==> src/rtl/video_pkg.sv <==
// ============================================================================
// video_pkg : shared constants, colour formats and helpers for scan-out
// Revision  : 1.0
// ============================================================================
`default_nettype none

package video_pkg;

  typedef logic [23:0] rgb888_t;
  typedef logic [15:0] rgb565_t;

  localparam int R565_LSB = 11;
  localparam int G565_LSB = 5;
  localparam int B565_LSB = 0;
  localparam int R888_LSB = 16;
  localparam int G888_LSB = 8;
  localparam int B888_LSB = 0;

  localparam logic [1:0] MODE_FB    = 2'd0;
  localparam logic [1:0] MODE_BAR   = 2'd1;
  localparam logic [1:0] MODE_BLACK = 2'd2;

  // Left to right: white, yellow, cyan, green, magenta, red, blue, black
  localparam rgb888_t BAR_PALETTE [8] = '{
    24'hFFFFFF, 24'hFFFF00, 24'h00FFFF, 24'h00FF00,
    24'hFF00FF, 24'hFF0000, 24'h0000FF, 24'h000000
  };

  localparam int DEF_H_ACT  = 640;
  localparam int DEF_H_FP   = 16;
  localparam int DEF_H_SYNC = 96;
  localparam int DEF_H_BP   = 48;
  localparam int DEF_V_ACT  = 480;
  localparam int DEF_V_FP   = 10;
  localparam int DEF_V_SYNC = 2;
  localparam int DEF_V_BP   = 33;

  function automatic rgb888_t rgb565_to_888(input rgb565_t p);
    logic [4:0] r;
    logic [5:0] g;
    logic [4:0] b;
    rgb888_t    o;
    r = p[R565_LSB +: 5];
    g = p[G565_LSB +: 6];
    b = p[B565_LSB +: 5];
    o = '0;
    o[R888_LSB +: 8] = {r, r[4:2]};
    o[G888_LSB +: 8] = {g, g[5:4]};
    o[B888_LSB +: 8] = {b, b[4:2]};
    return o;
  endfunction

endpackage

`default_nettype wire

==> src/rtl/video_delay_line.sv <==
// ============================================================================
// video_delay_line : fixed-depth register pipeline with synchronous reset
// Revision         : 1.0
// ============================================================================
`default_nettype none

module video_delay_line #(
  parameter int               WIDTH     = 1,
  parameter int               DEPTH     = 1,
  parameter logic [WIDTH-1:0] RESET_VAL = '0
) (
  input  logic             clk_i,
  input  logic             rst_i,
  input  logic [WIDTH-1:0] d_i,
  output logic [WIDTH-1:0] q_o
);

  logic [WIDTH-1:0] stage_q [DEPTH];

  always_ff @(posedge clk_i) begin
    if (rst_i) begin
      for (int i = 0; i < DEPTH; i++) stage_q[i] <= RESET_VAL;
    end else begin
      stage_q[0] <= d_i;
      for (int i = 1; i < DEPTH; i++) stage_q[i] <= stage_q[i-1];
    end
  end

  assign q_o = stage_q[DEPTH-1];

endmodule

`default_nettype wire

==> src/rtl/video_scan_gen.sv <==
// ============================================================================
// video_scan_gen : raster timing, framebuffer scan-out with 2^N upscale, bars
// Revision       : 1.0
// ============================================================================
`default_nettype none

module video_scan_gen
  import video_pkg::*;
#(
  parameter int H_ACT    = DEF_H_ACT,
  parameter int H_FP     = DEF_H_FP,
  parameter int H_SYNC   = DEF_H_SYNC,
  parameter int H_BP     = DEF_H_BP,
  parameter int V_ACT    = DEF_V_ACT,
  parameter int V_FP     = DEF_V_FP,
  parameter int V_SYNC   = DEF_V_SYNC,
  parameter int V_BP     = DEF_V_BP,
  parameter bit SYNC_POL = 1'b0,
  parameter int SCALE_SH = 2,
  parameter int RD_LAT   = 1,
  parameter int ADDR_W   = 16
) (
  input  logic              CLK_25M,
  input  logic              RST,
  input  logic [1:0]        mode,
  input  logic [15:0]       doutb,
  output logic [ADDR_W-1:0] addrb,
  output logic              enb,
  output logic              hsync,
  output logic              vsync,
  output logic              DE,
  output logic [23:0]       RGB,
  output logic              line_end,
  output logic              frame_end
);

  localparam int c_h_tot = H_SYNC + H_BP + H_ACT + H_FP;
  localparam int c_v_tot = V_SYNC + V_BP + V_ACT + V_FP;
  localparam int c_hw    = $clog2(c_h_tot);
  localparam int c_vw    = $clog2(c_v_tot);

  localparam logic [c_hw-1:0]   c_h_last  = c_hw'(c_h_tot - 1);
  localparam logic [c_vw-1:0]   c_v_last  = c_vw'(c_v_tot - 1);
  localparam logic [c_hw-1:0]   c_h_sync  = c_hw'(H_SYNC);
  localparam logic [c_vw-1:0]   c_v_sync  = c_vw'(V_SYNC);
  localparam logic [c_hw-1:0]   c_h_start = c_hw'(H_SYNC + H_BP);
  localparam logic [c_hw-1:0]   c_h_end   = c_hw'(H_SYNC + H_BP + H_ACT);
  localparam logic [c_vw-1:0]   c_v_start = c_vw'(V_SYNC + V_BP);
  localparam logic [c_vw-1:0]   c_v_end   = c_vw'(V_SYNC + V_BP + V_ACT);
  localparam logic [c_hw-1:0]   c_xmask   = c_hw'((1 << SCALE_SH) - 1);
  localparam logic [c_vw-1:0]   c_ymask   = c_vw'((1 << SCALE_SH) - 1);
  localparam logic [ADDR_W-1:0] c_fb_w    = ADDR_W'(H_ACT >> SCALE_SH);
  localparam logic [c_hw-1:0]   c_bar_last = c_hw'(H_ACT / 8 - 1);
  localparam logic [7:0]        c_dl_rst  = {~SYNC_POL, ~SYNC_POL, 6'b0};

  logic [c_hw-1:0]   hcnt_q, hcnt_d, bar_cnt_q, bar_cnt_d;
  logic [c_vw-1:0]   vcnt_q, vcnt_d;
  logic [ADDR_W-1:0] col_q, col_d, base_q, base_d, addrb_q, addrb_d;
  logic [2:0]        bar_idx_q, bar_idx_d;
  logic [1:0]        mode_q, mode_d;
  logic              enb_q, enb_d;
  logic              hsync_q, vsync_q, de_q, line_end_q, frame_end_q;
  logic              line_end_d, frame_end_d;
  logic [23:0]       rgb_q, rgb_d;

  logic [c_hw-1:0] w_x;
  logic [c_vw-1:0] w_y;
  logic            w_h_last, w_v_last, w_h_act, w_v_act, w_act;
  logic            w_x_sub_full, w_y_sub_full, w_hs, w_vs;
  logic [7:0]      w_dl_in, w_dl_out;
  logic            w_dl_hs, w_dl_vs, w_dl_de;
  logic [1:0]      w_dl_mode;
  logic [2:0]      w_dl_bar;

  assign w_h_last     = (hcnt_q == c_h_last);
  assign w_v_last     = (vcnt_q == c_v_last);
  assign w_h_act      = (hcnt_q >= c_h_start) && (hcnt_q < c_h_end);
  assign w_v_act      = (vcnt_q >= c_v_start) && (vcnt_q < c_v_end);
  assign w_act        = w_h_act && w_v_act;
  assign w_x          = hcnt_q - c_h_start;
  assign w_y          = vcnt_q - c_v_start;
  assign w_x_sub_full = ((w_x & c_xmask) == c_xmask);
  assign w_y_sub_full = ((w_y & c_ymask) == c_ymask);
  assign w_hs         = (hcnt_q < c_h_sync) ? SYNC_POL : ~SYNC_POL;
  assign w_vs         = (vcnt_q < c_v_sync) ? SYNC_POL : ~SYNC_POL;

  always_comb begin
    hcnt_d    = w_h_last ? '0 : hcnt_q + 1'b1;
    vcnt_d    = vcnt_q;
    base_d    = base_q;
    col_d     = '0;
    bar_cnt_d = '0;
    bar_idx_d = '0;
    if (w_h_last) begin
      vcnt_d = w_v_last ? '0 : vcnt_q + 1'b1;
      // Frame wrap wins over the line-base step so the next frame starts at 0
      if (w_v_last)                  base_d = '0;
      else if (w_v_act && w_y_sub_full) base_d = base_q + c_fb_w;
    end
    if (w_h_act) begin
      col_d = w_x_sub_full ? col_q + 1'b1 : col_q;
      if (bar_cnt_q == c_bar_last) begin
        bar_idx_d = bar_idx_q + 1'b1;
      end else begin
        bar_cnt_d = bar_cnt_q + 1'b1;
        bar_idx_d = bar_idx_q;
      end
    end
    addrb_d = w_act ? base_q + col_q : addrb_q;
    enb_d   = w_act && (mode_q == MODE_FB);
    mode_d  = (hcnt_q == '0 && vcnt_q == '0) ? mode : mode_q;
  end

  // Sync, DE, mode and bar index travel alongside the BRAM read latency
  assign w_dl_in = {w_hs, w_vs, w_act, mode_q, bar_idx_q};

  video_delay_line #(
    .WIDTH     (8),
    .DEPTH     (RD_LAT + 1),
    .RESET_VAL (c_dl_rst)
  ) u_align (
    .clk_i (CLK_25M),
    .rst_i (RST),
    .d_i   (w_dl_in),
    .q_o   (w_dl_out)
  );

  assign {w_dl_hs, w_dl_vs, w_dl_de, w_dl_mode, w_dl_bar} = w_dl_out;

  always_comb begin
    rgb_d = '0;
    if (w_dl_de) begin
      case (w_dl_mode)
        MODE_FB:    rgb_d = rgb565_to_888(doutb);
        MODE_BAR:   rgb_d = BAR_PALETTE[w_dl_bar];
        MODE_BLACK: rgb_d = '0;
        default:    rgb_d = '0;
      endcase
    end
    line_end_d  = de_q & ~w_dl_de;
    frame_end_d = (w_dl_vs == SYNC_POL) && (vsync_q != SYNC_POL);
  end

  always_ff @(posedge CLK_25M) begin
    if (RST) begin
      hcnt_q      <= '0;
      vcnt_q      <= '0;
      col_q       <= '0;
      base_q      <= '0;
      bar_cnt_q   <= '0;
      bar_idx_q   <= '0;
      mode_q      <= MODE_FB;
      addrb_q     <= '0;
      enb_q       <= 1'b0;
      hsync_q     <= ~SYNC_POL;
      vsync_q     <= ~SYNC_POL;
      de_q        <= 1'b0;
      rgb_q       <= '0;
      line_end_q  <= 1'b0;
      frame_end_q <= 1'b0;
    end else begin
      hcnt_q      <= hcnt_d;
      vcnt_q      <= vcnt_d;
      col_q       <= col_d;
      base_q      <= base_d;
      bar_cnt_q   <= bar_cnt_d;
      bar_idx_q   <= bar_idx_d;
      mode_q      <= mode_d;
      addrb_q     <= addrb_d;
      enb_q       <= enb_d;
      hsync_q     <= w_dl_hs;
      vsync_q     <= w_dl_vs;
      de_q        <= w_dl_de;
      rgb_q       <= rgb_d;
      line_end_q  <= line_end_d;
      frame_end_q <= frame_end_d;
    end
  end

  assign addrb     = addrb_q;
  assign enb       = enb_q;
  assign hsync     = hsync_q;
  assign vsync     = vsync_q;
  assign DE        = de_q;
  assign RGB       = rgb_q;
  assign line_end  = line_end_q;
  assign frame_end = frame_end_q;

endmodule

`default_nettype wire

==> config.mk <==
export PLATFORM = sky130hd
export DESIGN_NAME = video_scan_gen
export DESIGN_NICKNAME = d
export VERILOG_FILES = /design/src/rtl/video_pkg.sv /design/src/rtl/video_delay_line.sv /design/src/rtl/video_scan_gen.sv
export SDC_FILE = /design/constraint.sdc
export NUM_CORES = 1
export LEC_CHECK = 0
export BUFFER_PORTS_ARGS = -buffer_cell sky130_fd_sc_hd__buf_2
export CORE_MARGIN = 1.5
export CORE_UTILIZATION = 55
export CTS_CLUSTER_DIAMETER = 50
export CTS_CLUSTER_SIZE = 14
export DETAILED_ROUTE_END_ITERATION = 12
export GPL_ROUTABILITY_DRIVEN = 0
export MAX_ROUTING_LAYER = met4
export PLACE_DENSITY_LB_ADDON = 0.25
export SETUP_SLACK_MARGIN = 0.3
export SYNTH_ARGS = -nofsm -noshare
export SYNTH_HDL_FRONTEND = slang
export SYNTH_SLANG_ARGS = --single-unit
==> constraint.sdc <==
create_clock -name CLK_25M -period 2.88 [get_ports CLK_25M]
set_input_delay 0.576 -clock CLK_25M [delete_from_list [all_inputs] [get_ports CLK_25M]]
set_output_delay 0.576 -clock CLK_25M [all_outputs]
set_load 0.02 [all_outputs]
Word level (Yosys, flattened, before mapping)
Memories as Yosys holds them, arrays and structs flattened. Index checks and enable logic that the tools add are counted.

Flip-flop bits (word level): 113. Memory bits (writable): 16. Output and inout bits: 46. ROM bits: 192. Memories: 2. Logic and storage cells: 76. Bits of input ports: 20.

Memory list: (no name shown) (depth 8, bits a word 24, read ports 1, clocked after Yosys merged registers in 0, write ports 0, line video_scan_gen.sv:135) `MODE_BAR: rgb_d = BAR_PALETTE[w_dl_bar];`; u_align.stage_q (depth 2, bits a word 8, read ports 2, clocked after Yosys merged registers in 0, write ports 2, line video_delay_line.sv:18) `logic [WIDTH-1:0] stage_q [DEPTH];`.

Equality and inequality tests: 6. $lt $le $gt $ge: 7. Reductions and logical operators: 17. Add/subtract/negate cells: 9. Bitwise operators: 7. Muxes and demuxes: 13.

Operator list (count): 2-to-1 mux 24 bit (2); case mux 24 bit (2 select lines) (1); 2-to-1 mux 16 bit (2); adder 10 x 1 -> 10 bit, second input constant (3); == test 10 bit, second input constant (2); logical NOT 10 bit (2); less-than comparator 10 bit, second input constant (2); adder 16 x 1 -> 16 bit, second input constant (1); adder 16 bit (1); adder 16 x 8 -> 16 bit, second input constant (1); 2-to-1 mux 8 bit (2); == test 10 x 7 -> 1 bit, second input constant (1); greater-or-equal comparator 10 x 6 -> 1 bit, second input constant (1); greater-or-equal comparator 10 x 8 -> 1 bit, second input constant (1); less-than comparator 10 x 2 -> 1 bit, second input constant (1); less-than comparator 10 x 7 -> 1 bit, second input constant (1); 2-to-1 mux 10 bit (1); logical AND 1 bit (7); OR reduction 2 bit (3); 2-to-1 mux 1 bit (5); == test 2 bit, second input constant (2); greater-or-equal comparator 4 bit, second input constant (1); logical NOT 2 bit (2); inverter 3 -> 4 bit (1); 10 further kinds (13).

Logic depth before layout (Yosys ltp)
Gate-level depths: netlist of the first run.

Word-level depth: 5. Gate-level depth with buffers: 8. Mapped depth without buffers: 6.

Cells and area by module
Synthesis of the first run repeated with hierarchy kept, for this count alone.

Cells, all modules: 561. Area total of the unflattened synthesis: 5162.5 sq um.

Modules (own cells, without submodules): video_scan_gen (cells an instance 520, area an instance 4663.2 sq um, seq. area each 2001.9 sq um, times used 1); video_delay_line (cells an instance 41, area an instance 499.2 sq um, seq. area each 320.3 sq um, times used 1).

Worst setup path before layout of the first run
Ideal clock, no wire load.

Path type: flip-flop to flip-flop. Start point: register hcnt_q[0]. End point: register vcnt_q[5]. Path buffers: 2. Slack: 0.799 ns. Arrival: 1.956 ns. Clock period less this slack: 2.081 ns. Stages on the path, launching flop included: 9. Data required time: 2.755 ns. Setup time: 0.125 ns. Cell sequence: dfxtp_1 > ha_1 > buf_2 > nand4_4 > or4_4 > buf_6 > nor4_4 > xnor2_1 > nor2_2.

Longest elaborated chain between the ends: 1.

RTL lines: start, declared (line video_scan_gen.sv:56) `logic [c_hw-1:0] hcnt_q, hcnt_d, bar_cnt_q, bar_cnt_d;`; start signal, assigned (line video_scan_gen.sv:162) `hcnt_q <= hcnt_d;`; == test 10 bit (line video_scan_gen.sv:75) `assign w_h_last = (hcnt_q == c_h_last);`; end signal, assigned (line video_scan_gen.sv:163) `vcnt_q <= vcnt_d;`; end, declared (line video_scan_gen.sv:57) `logic [c_vw-1:0] vcnt_q, vcnt_d;`.

No other way between the ends. A chain may end at the register's enable or synchronous reset.

Worst setup path after layout of the first run
Start point: register vcnt_q[1]. End point: register base_q[7].

Longest elaborated chain between the ends: 5. Elaborated cells between the ends (all ways): 10. Classes of those cells: 1 x add/sub; 2 x order compare; 2 x eq/ne; 1 x mux; 4 x reduce/logical.

RTL lines: greater-or-equal comparator 10 x 6 -> 1 bit (tied with other cells) (line video_scan_gen.sv:78) `assign w_v_act = (vcnt_q >= c_v_start) && (vcnt_q < c_v_end);`; logical AND 1 bit / == test 2 bit (equally long branches) (line video_scan_gen.sv:78, video_scan_gen.sv:83); logical AND 1 bit (line video_scan_gen.sv:98) `else if (w_v_act && w_y_sub_full) base_d = base_q + c_fb_w;`; nonzero test 2 bit (no line); AND reduction 2 bit (no line); end signal, assigned (line video_scan_gen.sv:165) `base_q <= base_d;`; end, declared (line video_scan_gen.sv:58) `logic [ADDR_W-1:0] col_q, col_d, base_q, base_d, addrb_q, addrb_d;`.

Parallel ways exist; a longest one is shown, timed or not.

==> results.sh, run 1 <==
export IMPL_run_status="complete, no violations"
export IMPL_setup_worst_path_class="flip-flop to flip-flop"
export IMPL_groute_usage_overall=0.2417
export IMPL_global_route_usage_met2=0.3830
export IMPL_ys_top_cells_by_area="sky130_fd_sc_hd__dfxtp_1 44%, sky130_fd_sc_hd__ha_1 4.8%, sky130_fd_sc_hd__xnor2_1 4.5%, sky130_fd_sc_hd__nor2_1 4.4%, sky130_fd_sc_hd__a21oi_1 4.0%"
export IMPL_clk_pin_slew_worst_paths_ns=0.06
export IMPL_cts_path_max_buffers=2
export IMPL_synth_compound_gate_area_share=0.1107
export IMPL_overall_power_mw=3.764
export IMPL_detailedRoute_firstPassIterationCount=5
export IMPL_route_antenna_remaining_nets=0
export IMPL_grt_start_max_net_pins=23
export IMPL_synth_seq_area_share=0.4439
export IMPL_synth_warning_count=0
export IMPL_crit_fanout=16
export IMPL_drive_gt1_frac=0.1828
export IMPL_fin_crit_ns=2.280
export IMPL_overflow=0
export IMPL_synth_net_count=619
export IMPL_p_clk_frac=0.546
export IMPL_detailedPlacementHpwl_um=7628
export IMPL_synth_simple_gate_area_share=0.2497
export IMPL_setup_tns_final_ns=0
export IMPL_cts_inserted_buffers=17
export IMPL_power_ir_vdd_worst_mv=0.3615
export IMPL_synth_ff_type="sky130_fd_sc_hd__dfxtp_1"
export IMPL_synth_cells=579
export IMPL_required_time_reported_for_the_critical_path_endpoint_ns=3.32
export IMPL_drt_wl_total_um=10960
export IMPL_grt_antenna_before_repair=0
export IMPL_proportion_of_register_bits_with_asynchronous_set_or_reset_after_synthesis=0
export IMPL_power_net_switching_mw=0.8561
export IMPL_worst_clock_skew_ns=0.006791
export IMPL_number_of_distinct_library_cell_variants_in_the_gate_level_netlist_after_synthesis=60
export IMPL_tightestPinTransition_ns=1.281
export IMPL_yosys_area_share_xor_xnor=0.08371
export IMPL_route_detailed_wl_per_inst_um=14.05
export IMPL_drv_slew=0
export IMPL_largest_family_of_logic_cells_by_synthesized_area="simple AND/OR/NAND/NOR gates"
export IMPL_worst_skew_pair_late_latency_ns=0.51
export IMPL_leakage_nw=2.575
export IMPL_route_detailed_vias_per_inst=5.354
export IMPL_chipHeight_um=100.5
export IMPL_p_per_area_nw_per_um2=607.8
export IMPL_die_width_um=100.5
export IMPL_num_vias=4176
export IMPL_overall_die_area_um2=10110
export IMPL_yosys_cell_count_top_type="sky130_fd_sc_hd__dfxtp_1"
export IMPL_holdBufCountCts=0
export IMPL_maxClockFrequency_ghz=0.4387
export IMPL_globalRouteMet1Util=0.2932
export IMPL_clock_sinks=116
export IMPL_h_tree_depth=4
export IMPL_finalSetupViolations=0
export IMPL_top_usage_layer="met2"
export IMPL_number_of_synthesized_flops_with_an_enable_pin=0
export IMPL_yosysTopAreaCell="sky130_fd_sc_hd__dfxtp_1"
export IMPL_setup_reg_to_reg_worst_slack_ns=0.60
export IMPL_nNetsFinal=678
export IMPL_number_of_global_route_vias_before_repair=4065
export IMPL_initial_core_util=0.5661
export IMPL_drc=0
export IMPL_synthesis_area_per_instance_um2=9.035
export IMPL_cp_start_kind="flip-flop"
export IMPL_comb_power_share=0.021
export IMPL_crit_arrival_ns=2.72
export IMPL_synthAdderAreaFrac=0.04784
export IMPL_growth_of_design_area_from_synthesis_to_finish_pct=18.39
export IMPL_yosys_top_cells_count="116 x sky130_fd_sc_hd__dfxtp_1, 61 x sky130_fd_sc_hd__nor2_1, 47 x sky130_fd_sc_hd__nand2_1, 42 x sky130_fd_sc_hd__a21oi_1, 29 x sky130_fd_sc_hd__nand2b_1"
export IMPL_power_internal_mw=2.908
export IMPL_timing_max_slew_rel_slack=0.1350
export IMPL_drtIter0Drc=192
export IMPL_grt_use_met3=0.05964
export IMPL_power_switching_share=0.2274
export IMPL_post_cts_setup_buffer_count=0
export IMPL_grt_pass1_wl_um=18660
export IMPL_rsz0062_at_grt="no"
export IMPL_synth_area_um2=5231
export IMPL_cp_end_kind="flip-flop"
export IMPL_share_seq_of_total_power=0.433
export IMPL_antenna_fix_cells=0
export IMPL_post_route_period_util=0.7915
export IMPL_tritoncts="built"
export IMPL_cell_at_the_root_of_the_clock_tree="sky130_fd_sc_hd__clkbuf_8"
export IMPL_io_buffers=65
export IMPL_hold_path_class="input port to flip-flop"
export IMPL_fp_row_count=35
export IMPL_post_cts_resize_count=0
export IMPL_io_pins=66
export IMPL_synth_mux_area_frac=0.02296
export IMPL_drv_max_cap_violation_count=0
export IMPL_hold_viol_final=0
export IMPL_synth_largest_type_area_fraction=0.4439
export IMPL_synth_seq_cells=116
export IMPL_floorplan_core_area_um2=9240
## registers in the layout, indices dropped and copies added (netlist names)
name / cells
bar_cnt_q: 10
bar_idx_q: 3
hcnt_q: 10
line_end: 1
u_align.stage_q: 16
mode_q: 2
RGB: 16
col_q: 16
hsync: 1
enb: 1
vcnt_q: 10
addrb: 16
frame_end: 1
DE: 1
vsync: 1
base_q: 11
## power groups by stage
stage | clock (mW) | combinational [mW] | sequential (mW)
floorplan | 0 | 0.0524 | 1.66
global placement | 0 | 0.0788 | 1.66
detailed placement | 0 | 0.0813 | 1.66
CTS | 2.09 | 0.0819 | 1.63
global route | 2.17 | 0.0920 | 1.63
finish | 2.05 | 0.0806 | 1.63
## final cells by class
class	count	area (um^2)
inverters	11	41.29
well taps	129	161.4
clock inverters	15	171.4
clock buffers	17	414.1
repair buffers	73	385.4
multi-input cells	419	2698
fillers	731	3047
flip-flops and latches	116	2322
## cells by family after synthesis
family,after synthesis
simple gates,248
flops,116
compound gates,88
xor+xnor,50
buf+inv,44
fa+ha+maj,20
mux,12
other cells,1
## path summary, 6_finish.rpt
kind | endpoint | cells after the start | start
worst min register to register | u_align.stage_q[0][14] | 1 | u_align.stage_q[0][6]
worst min-delay path | mode_q[1] | 3 | mode[1]
worst max-delay path | base_q[7] | 6 | vcnt_q[1]
worst max register to register | base_q[7] | 6 | vcnt_q[1]
## stage by stage
stage,instance area [um^2],setup slack [ns],util,hold slack (ns),std cells
after CTS,6193,0.5956,0.6703,0.2882,780
final,6193,0.6004,0.6703,0.3042,780
after global placement,5608,0.7267,0.6069,0.3942,748
after floorplan,5231,0.7989,-,0.3885,579
after global routing,6193,0.3370,0.6703,0.3102,780
after detailed placement,5608,0.6502,0.6069,0.3945,748
## metal layers
| layer | wire [um] | vias to the layer above | share of wire |
|---|---|---|---|
| met5 | 0 | - | 0 |
| met4 | 133 | 0 | 0.012 |
| met3 | 580 | 13 | 0.053 |
| met2 | 5326 | 104 | 0.49 |
| met1 | 4915 | 1931 | 0.45 |
| li1 | - | 2128 | - |
## worst max-delay path: stages (launching register included)
cell and delay (ns):
sky130_fd_sc_hd__dfxtp_1 0.43, sky130_fd_sc_hd__inv_1 0.08, sky130_fd_sc_hd__ha_1 0.20, sky130_fd_sc_hd__and3_1 0.19
sky130_fd_sc_hd__a41oi_1 0.99, sky130_fd_sc_hd__nand2b_1 0.13, sky130_fd_sc_hd__mux2i_1 0.17
## cell usage in the layout (no fill, tap or decap), drive strengths merged, types with 20 or more instances in the layout
master | netlist | routed
xor2 | 23 | 23
nand2 | 47 | 47
ha | 20 | 20
a21oi | 43 | 43
nor2 | 62 | 62
buf | 16 | 73
xnor2 | 27 | 27
nand3 | 20 | 20
dfxtp | 116 | 116
nand2b | 29 | 29
No activity file was read; power rests on OpenSTA's default activity.
==> run 2: changes to the inputs <==
==> constraint.sdc (replaced) <==
create_clock -name CLK_25M -period 2.24 [get_ports CLK_25M]
set_input_delay 0.448 -clock CLK_25M [delete_from_list [all_inputs] [get_ports CLK_25M]]
set_output_delay 0.448 -clock CLK_25M [all_outputs]
set_load 0.02 [all_outputs]
==> results.sh, run 2 (synthesis results as in run 1) <==
export IMPL_cpPeakStageDelay_ns=0.43
export IMPL_route_antenna_remaining_nets=0
export IMPL_filler_cell_count=670
export IMPL_multi_input_area_um2=2910
export IMPL_io_pins=66
export IMPL_top_usage_layer="met2"
export IMPL_cts_path_max_buffers=2
export IMPL_route_detailed_wl_per_inst_um=15.34
export IMPL_cp_start_kind="flip-flop"
export IMPL_holdBufCountCts=0
export IMPL_nNetsFinal=699
export IMPL_floorplan_core_area_um2=9240
export IMPL_seqCellArea_um2=2356
export IMPL_holdPathEnd="RGB[3]"
export IMPL_overall_power_mw=4.820
export IMPL_fp_row_count=35
export IMPL_globalRouteMet1Util=0.2940
export IMPL_crit_path_top_delay_cell="sky130_fd_sc_hd__or4_1"
export IMPL_setup_worst_path_class="flip-flop to flip-flop"
export IMPL_groute_usage_overall=0.2470
export IMPL_tightestPinTransition_ns=0.6040
export IMPL_finalSetupViolations=0
export IMPL_growth_of_design_area_from_synthesis_to_finish_pct=25.88
export IMPL_leading_cell_types_in_the_layout_fill_and_taps_excluded="99 x sky130_fd_sc_hd__dfxtp_1, 65 x sky130_fd_sc_hd__buf_2, 61 x sky130_fd_sc_hd__nor2_1"
export IMPL_overall_die_area_um2=10110
export IMPL_run_status="complete, no violations"
export IMPL_drive_gt1_frac=0.2693
export IMPL_hold_viol_final=0
export IMPL_global_route_usage_met2=0.4040
export IMPL_h_tree_depth=4
export IMPL_num_vias=4385
export IMPL_clock_sinks=116
export IMPL_drc=0
export IMPL_worst_skew_pair_late_latency_ns=0.53
export IMPL_power_ir_vdd_worst_mv=0.5429
export IMPL_hold_path_class="input port to flip-flop"
export IMPL_initial_core_util=0.5661
export IMPL_number_of_global_route_vias_before_repair=4126
export IMPL_fin_crit_ns=1.903
export IMPL_setup_tns_final_ns=0
export IMPL_drv_max_cap_violation_count=0
export IMPL_critical_path_startpoint="col_q[6]"
export IMPL_grt_use_met3=0.06727
export IMPL_p_per_area_nw_per_um2=731.9
export IMPL_setup_reg_to_reg_worst_slack_ns=0.34
export IMPL_drtIter0Drc=350
export IMPL_drv_slew=0
export IMPL_overflow=0
export IMPL_maxClockFrequency_ghz=0.5254
export IMPL_hold_depth=3
export IMPL_detailedPlacementHpwl_um=7768
export IMPL_grt_antenna_before_repair=0
export IMPL_worst_clock_skew_ns=0.01056
export IMPL_cts_inserted_buffers=17
export IMPL_cell_at_the_root_of_the_clock_tree="sky130_fd_sc_hd__clkbuf_8"
export IMPL_grt_start_max_net_pins=24
export IMPL_crit_reg2reg_capture="addrb[13]"
export IMPL_antenna_fix_cells=0
export IMPL_regToRegStartpoint="col_q[6]"
export IMPL_timing_critical_path_cells="ha_4 > a21oi_4 > o211ai_1 > a41oi_2 > or4_1 > nand3_1"
export IMPL_post_route_period_util=0.8497
export IMPL_crit_arrival_ns=2.37
export IMPL_grt_pass1_wl_um=19070
export IMPL_tritoncts="built"
export IMPL_timing_max_slew_rel_slack=0.5974
export IMPL_drt_wl_total_um=12290
export IMPL_detailedRoute_firstPassIterationCount=5
export IMPL_clk_pin_slew_worst_paths_ns=0.07
export IMPL_crit_fanout=4
export IMPL_hp_start="doutb[0]"
export IMPL_leakage_nw=2.716
export IMPL_route_detailed_vias_per_inst=5.474
export IMPL_timing_reg2reg_worst_path_depth=6
export IMPL_io_buffers=65
export IMPL_cp_end_kind="flip-flop"
export IMPL_required_time_reported_for_the_critical_path_endpoint_ns=2.71
export IMPL_rsz0062_at_grt="yes"
export IMPL_most_common_cell_after_layout_fill_and_taps_aside="sky130_fd_sc_hd__dfxtp_1"
export IMPL_chipHeight_um=100.5
export IMPL_die_width_um=100.5
## run 2: cell types whose count changed in the layout (fill, tap and decap cells not counted), moves of 3 or more
| cell | before | now |
|---|---|---|
| sky130_fd_sc_hd__nor4_4 | 1 | 4 |
| sky130_fd_sc_hd__inv_8 | 1 | 5 |
| sky130_fd_sc_hd__ha_4 | 0 | 5 |
| sky130_fd_sc_hd__buf_4 | 8 | 27 |
| sky130_fd_sc_hd__dfxtp_2 | 0 | 12 |
| sky130_fd_sc_hd__ha_1 | 20 | 12 |
| sky130_fd_sc_hd__dfxtp_4 | 0 | 5 |
| sky130_fd_sc_hd__ha_2 | 0 | 3 |
| sky130_fd_sc_hd__clkinv_4 | 5 | 2 |
| sky130_fd_sc_hd__nor4_1 | 6 | 3 |
| sky130_fd_sc_hd__dfxtp_1 | 116 | 99 |
| sky130_fd_sc_hd__a21oi_1 | 42 | 39 |
## run 2: critical path, delay by kind of cell (launching register included)
family                     cells  cell delay, ns
and+or+nand+nor                2            0.53
DFF                            1            0.36
AOI/OAI and AO/OA              3            0.66
adders and majority gates      1            0.31
## run 2: timing repair
action / CTS / global route
cloned: 1 / 0
pin swaps: 4 / 13
setup buffers: 2 / 7
resized for setup: 15 / 37
endpoints found under the setup margin: 16 / 46
## run 2: stage by stage
step	area (um^2)	utilization	hold slack, ns	setup slack [ns]	std cells
finish	6585	0.7127	0.1685	0.3367	801
detailed placement	5705	0.6175	0.3973	0.09639	759
floorplan	5253	-	0.3885	0.3063	579
global placement	5705	0.6175	0.3960	0.1555	759
global route	6585	0.7127	0.1769	0.2429	801
CTS	6391	0.6917	0.1663	0.2856	794
## run 2: area by class of cell
| class | count | area share |
|---|---|---|
| repair buffers | 93 | 0.08189 |
| clock buffers | 17 | 0.06289 |
| clock inverters | 15 | 0.02470 |
| multi-input cells | 420 | 0.4420 |
| well taps | 129 | 0.02451 |
| inverters | 11 | 0.006270 |
| flip-flops and latches | 116 | 0.3578 |
## run 2: routing by layer
| metal | part of all wire | routed length, um | vias to the layer above |
|---|---|---|---|
| li1 | - | - | 2161 |
| met1 | 0.44 | 5420 | 2076 |
| met2 | 0.50 | 6134 | 126 |
| met3 | 0.044 | 537 | 22 |
| met4 | 0.016 | 196 | 0 |
| met5 | 0 | 0 | - |
## run 2: power breakdown
part           internal (mW)  switching (mW)  leakage [nW]
logic                 0.0502          0.0604          1.49
registers               2.08          0.0145         0.947
clock network           1.53            1.09         0.280
total                   3.65            1.17          2.72
## run 2: worst max-delay path by stage
stage	cells after the start	to	slack (ns)
after floorplan	6	addrb[14]	0.31
after global placement	6	addrb[14]	0.16
after detailed placement	6	addrb[14]	0.1
after CTS	6	addrb[14]	0.29
after global routing	7	base_q[8]	0.24
final	6	addrb[13]	0.34
